<file path="config.mk">
export PLATFORM = sky130hd
export DESIGN_NAME = enigma_feeder
export DESIGN_NICKNAME = d
export VERILOG_FILES = /design/src/rtl/enigma_pkg.sv /design/src/rtl/enigma_feeder_fifo.sv /design/src/rtl/enigma_feeder.sv
export SDC_FILE = /design/constraint.sdc
export NUM_CORES = 1
export LEC_CHECK = 0
export ABC_CLOCK_PERIOD_IN_PS = 2200
export CORE_MARGIN = 1
export CORE_UTILIZATION = 53
export DETAILED_ROUTE_END_ITERATION = 16
export PLACE_DENSITY = 0.78
export SLEW_MARGIN = 40
export SYNTH_ARGS = -nofsm -noshare
export SYNTH_HDL_FRONTEND = slang
export SYNTH_SLANG_ARGS = --single-unit
</file>
<file path="constraint.sdc">
create_clock -name clk -period 2.2 [get_ports clk]
set_input_delay 0.55 -clock clk [delete_from_list [all_inputs] [get_ports clk]]
set_output_delay 0.55 -clock clk [all_outputs]
set_load 0.02 [all_outputs]
</file>
<file path="src/rtl/enigma_pkg.sv">
// Shared types and constants for the Enigma byte feeder: FSM state encoding
// and the uppercase ASCII window that goes through the cipher core.
package enigma_pkg;

   typedef enum logic [1:0] {
      IDLE  = 2'd0,
      ISSUE = 2'd1,
      WAIT  = 2'd2,
      HOLD  = 2'd3
   } state_t;

   localparam logic [7:0] ASCII_A = 8'h41;
   localparam logic [7:0] ASCII_Z = 8'h5A;

   function automatic logic is_letter(input logic [7:0] b);
      return (b >= ASCII_A) && (b <= ASCII_Z);
   endfunction

endpackage

</file>
<file path="src/rtl/enigma_feeder_fifo.sv">
// Input byte FIFO for enigma_feeder; pointers carry one extra wrap bit so that
// full and empty are told apart without a separate occupancy counter.
module enigma_feeder_fifo #(
   parameter int FIFO_DEPTH = 4
) (
   input  logic       clk,
   input  logic       reset_n,
   input  logic       push,
   input  logic [7:0] din,
   input  logic       pop,
   output logic [7:0] dout,
   output logic       full,
   output logic       empty
);

   localparam int AW = (FIFO_DEPTH > 1) ? $clog2(FIFO_DEPTH) : 1;
   localparam logic [AW:0] PTR_ONE = 1;

   logic [7:0]  mem [FIFO_DEPTH];
   logic [AW:0] wr_ptr;
   logic [AW:0] rd_ptr;
   logic        do_push;
   logic        do_pop;

   assign empty   = (wr_ptr == rd_ptr);
   assign full    = (wr_ptr[AW] != rd_ptr[AW]) && (wr_ptr[AW-1:0] == rd_ptr[AW-1:0]);
   assign do_push = push && !full;
   assign do_pop  = pop && !empty;
   assign dout    = mem[rd_ptr[AW-1:0]];

   always_ff @(posedge clk) begin
      if (!reset_n) begin
         wr_ptr <= '0;
         rd_ptr <= '0;
      end else begin
         if (do_push) wr_ptr <= wr_ptr + PTR_ONE;
         if (do_pop)  rd_ptr <= rd_ptr + PTR_ONE;
      end
   end

   // Storage is not reset; the pointers alone define what is valid.
   always_ff @(posedge clk) begin
      if (do_push) mem[wr_ptr[AW-1:0]] <= din;
   end

endmodule

</file>
<file path="src/rtl/enigma_feeder.sv">
// Feeds buffered bytes one at a time to an Enigma cipher core and returns results
// in order. Optional macro ENIGMA_FEEDER_PASSTHRU_EN bypasses the core for non-letters.
module enigma_feeder
   import enigma_pkg::*;
#(
   parameter int FIFO_DEPTH = 4,
   parameter int TIMEOUT    = 64
) (
   input  logic       clk,
   input  logic       reset_n,
   input  logic       s_valid,
   output logic       s_ready,
   input  logic [7:0] s_data,
   output logic       core_valid,
   output logic [7:0] core_din,
   input  logic       core_done,
   input  logic [7:0] core_dout,
   output logic       m_valid,
   input  logic       m_ready,
   output logic [7:0] m_data,
   output logic       busy,
   output logic       timeout_err
);

   localparam int CNT_W = $clog2(TIMEOUT + 1);
   localparam logic [CNT_W-1:0] CNT_LAST = CNT_W'(TIMEOUT - 1);
   localparam logic [CNT_W-1:0] CNT_ONE  = 1;

   state_t           state;
   logic [CNT_W-1:0] wait_cnt;
   logic [7:0]       issue_byte;
   logic [7:0]       head;
   logic             fifo_full;
   logic             fifo_empty;
   logic             pop;
   logic             push;

   assign s_ready = reset_n && !fifo_full;
   assign push    = s_valid && s_ready;
   assign pop     = (state == IDLE) && !fifo_empty;
   assign busy    = reset_n && ((state != IDLE) || !fifo_empty);

   enigma_feeder_fifo #(
      .FIFO_DEPTH(FIFO_DEPTH)
   ) u_fifo (
      .clk    (clk),
      .reset_n(reset_n),
      .push   (push),
      .din    (s_data),
      .pop    (pop),
      .dout   (head),
      .full   (fifo_full),
      .empty  (fifo_empty)
   );

   always_ff @(posedge clk) begin
      if (!reset_n) begin
         state       <= IDLE;
         wait_cnt    <= '0;
         issue_byte  <= '0;
         core_valid  <= 1'b0;
         core_din    <= '0;
         m_valid     <= 1'b0;
         m_data      <= '0;
         timeout_err <= 1'b0;
      end else begin
         // Issue outputs are pulses; they only rise on the ISSUE->WAIT edge.
         core_valid <= 1'b0;
         core_din   <= '0;
         case (state)
            IDLE: begin
               if (!fifo_empty) begin
                  issue_byte <= head;
`ifdef ENIGMA_FEEDER_PASSTHRU_EN
                  if (!is_letter(head)) begin
                     m_valid <= 1'b1;
                     m_data  <= head;
                     state   <= HOLD;
                  end else begin
                     state <= ISSUE;
                  end
`else
                  state <= ISSUE;
`endif
               end
            end
            ISSUE: begin
               core_valid <= 1'b1;
               core_din   <= issue_byte;
               wait_cnt   <= '0;
               state      <= WAIT;
            end
            WAIT: begin
               // A result arriving on the last allowed cycle still counts.
               if (core_done) begin
                  m_valid <= 1'b1;
                  m_data  <= core_dout;
                  state   <= HOLD;
               end else if (wait_cnt == CNT_LAST) begin
                  timeout_err <= 1'b1;
                  state       <= IDLE;
               end else begin
                  wait_cnt <= wait_cnt + CNT_ONE;
               end
            end
            HOLD: begin
               if (m_ready) begin
                  m_valid <= 1'b0;
                  state   <= IDLE;
               end
            end
            default: state <= IDLE;
         endcase
      end
   end

endmodule

</file>
==> results.yml <==
yosys:
  avgSynthCellArea_sq_um: 12.12
  synthesis.nets: 265
  synthSimpleGateAreaFrac_pct: 13.70
  syn-cell-area_sq_um: 2885
  synth_top_family_by_area: "simple AND/OR/NAND/NOR gates"
  synth_top_area_share_pct: 33.30
  synth_cells: 238
  synth_edf_count: 32
  synthDistinctLibCells: 38
  synthAdderAreaFrac_pct: 2.602
  seq_area_frac_synth_pct: 62.45
  yosys_most_used_dff: "dfxtp_1"
  synth_compound_area_share_pct: 9.627
  synth_seq_cells: 74
  synth.area.mux_share_pct: 6.245
  yosys_warnings: 0
  ys_async_sr_fraction_pct: 0
  synth-xor-area-share_pct: 2.082
  yosys.area.top_type: "edfxtp_1"
  synth.area.top_cells: "edfxtp_1 (33%), dfxtp_1 (29%), mux4_2 (6.2%), nand2_1 (4.4%), a21oi_1 (3.1%)"
routing:
  drt_pass1_iterations: 4
  route.detailed.drc: 0
  routedWlPerCell_microns: 14.33
  drt_iter0_markers: 162
  viasPerCell: 5.191
  antenna_left: 0
  dr_total_vias: 1931
  totalWireLength_microns: 5331
outcome:
  status: "complete, no violations"
floorplanning:
  start_util_pct: 55.78
  io_pins: 42
  die_x_microns: 75.78
  die_h_microns: 75.78
  fp.dieArea_sq_um: 5743
  fp-row-count: 26
  core_region_area_sq_um: 5172
placement:
  hpwl_microns: 3681
  io_buffers: 41
  routabilityCongestion: 0.7211
  pre_cts_slack_ns: -0.3320
worst_setup_path:
  slowest_delay_ns: 0.52
  setup.worst_path.end_class: "primary output"
  path_delay_family: "buffers and inverters"
  path_cells: "clkdlybuf4s50_1 -> inv_1 -> a41oi_1 -> buf_2"
  critPathSlowestCell: "clkdlybuf4s50_1"
  cp-start-kind: "input pin"
  path_buf_inv: 3
  path_max_fanout: 4
  critical_path_arrival_ns: 1.52
  worstPathRequired_ns: 1.65
  crit_type: "in2out"
layout:
  regArea_sq_um: 1802
  drive_gt1_share_pct: 16.56
  multi_input_area_sq_um: 988.4
  diodes: 0
  syn_to_final_growth_pct: 26.19
  nets: 324
  layout_commonest_cell: "dfxtp_1"
  final_cell_mix: "dfxtp_1 (42), clkdlybuf4s50_1 (39), nand2_1 (34)"
  fillers: 380
grt:
  antenna_found_initial: 0
  grt_max_degree: 28
  grt_pass1_vias: 1842
  grt_usage_pct: 20.22
  grt_pass1_wl_microns: 8328
  overflow: 0
clock_tree:
  cts_sinks: 74
  cts_hold_buf: 0
  cts-buffers-inserted: 9
  cts_tree: "done"
  clock_latency_ns: 0.34
  cts_setup_buffers: 0
  clk_path_buf_depth: 2
  cts.clk_slew.worst_paths_ns: 0.07
  clockRootBuffer: "clkbuf_8"
  cts_max_level: 3
  cts_resized: 6
power_and_ir_drop:
  vdd_ir_drop_max_v: 0.0006229
  finalPower_uw: 3699
  p_leak_uw: 0.001296
  power.density_nw_per_um2: 1016
sta:
  post-route-period-util_pct: 93.92
  maxSlewViolCount: 0
  layout_setup_ws_ns: 0.1337
  max_freq_mhz: 484.0
  setup_viol: 0
  whs_ns: 0.4553
  skew_ns: 0.008757
  rsz0062_at_grt: "false"
  tns_ns: 0
  worst_pin_slew_ns: 0.5667
  min_period_ns: 2.066
  relSlewSlack_pct: 62.22
  finalHoldViolCount: 0
hold_path:
  hp-class: "reg2reg"
flow_run:
  maxCapViolCount: 0
-- synthesized netlist by cell type (all sizes together), types with 3 or more instances --
| master | instances |
|---|---|
| a21oi | 18 |
| a31oi | 3 |
| and2 | 8 |
| and3 | 5 |
| buf | 6 |
| clkbuf | 6 |
| dfxtp | 42 |
| edfxtp | 32 |
| ha | 6 |
| inv | 7 |
| mux4 | 8 |
| nand2 | 34 |
| nand3 | 16 |
| nor2 | 8 |
| o21ai | 12 |
| o31ai | 4 |
| xnor2 | 5 |
-- layer usage --
layer	vias up	share of wire, %	global-route usage, %	wire length [microns]
met2	32	52	34.32	2797
met5	-	0	0	0
met3	8	2.5	5.159	135
li1	981	-	-	-
met1	910	44	24.87	2319
met4	0	1.5	7.819	79
-- worst reg2reg max path, delay by kind of cell (launching register included) --
family	cells	cell delay, ns
compound gates	2	0.67
xor+xnor	1	0.17
buf+inv	1	0.29
flops	1	0.48
simple gates	1	0.09
-- cell type report --
type                    count  area share, %
repair buffers             60          14.91
well taps                  70          2.405
multi-input cells         145          27.15
flip-flops and latches     74          49.48
inverters                   7         0.7216
clock buffers              10          3.505
clock inverters             6          1.821
-- power breakdown --
group          switching, uW  total, uW  internal, uW
Clock                    494       1020           526
Combinational            541        990           449
Sequential              85.7       1690          1600
Total                   1120       3700          2580
-- state kept, by name, indices dropped and copies added (netlist names) --
signal	count
u_fifo.mem	32
core_din	8
issue_byte	8
m_data	8
wait_cnt	7
u_fifo.rd_ptr	3
u_fifo.wr_ptr	3
state	2
core_valid	1
m_valid	1
timeout_err	1
-- cell families (layout without fill, tap and decap cells) --
group	after synthesis	in the layout
AND/OR/NAND/NOR	81	81
XOR/XNOR	6	6
multiplexers	8	8
AO/OA/AOI/OAI	44	44
flip-flops	74	74
adder cells (fa/ha/maj)	6	6
buffers and inverters	19	83
-- metrics by stage --
stage	utilization [%]	std cells	cell area, sq um
CTS	70.61	372	3652
floorplan	-	238	2885
global placement	66.84	356	3457
global route	70.39	372	3641
finish	70.39	372	3641
detailed placement	66.84	356	3457
-- final timing paths --
kind	start	to	slack (ns)	depth (start not counted)
worst max-delay path	reset_n	busy	0.13	4
worst min-delay path	issue_byte[4]	core_din[4]	0.46	1
worst max register to register	u_fifo.wr_ptr[0]	issue_byte[6]	0.42	5
worst min register to register	issue_byte[4]	core_din[4]	0.46	1
Note: power is estimated with default switching activity, not from simulation.
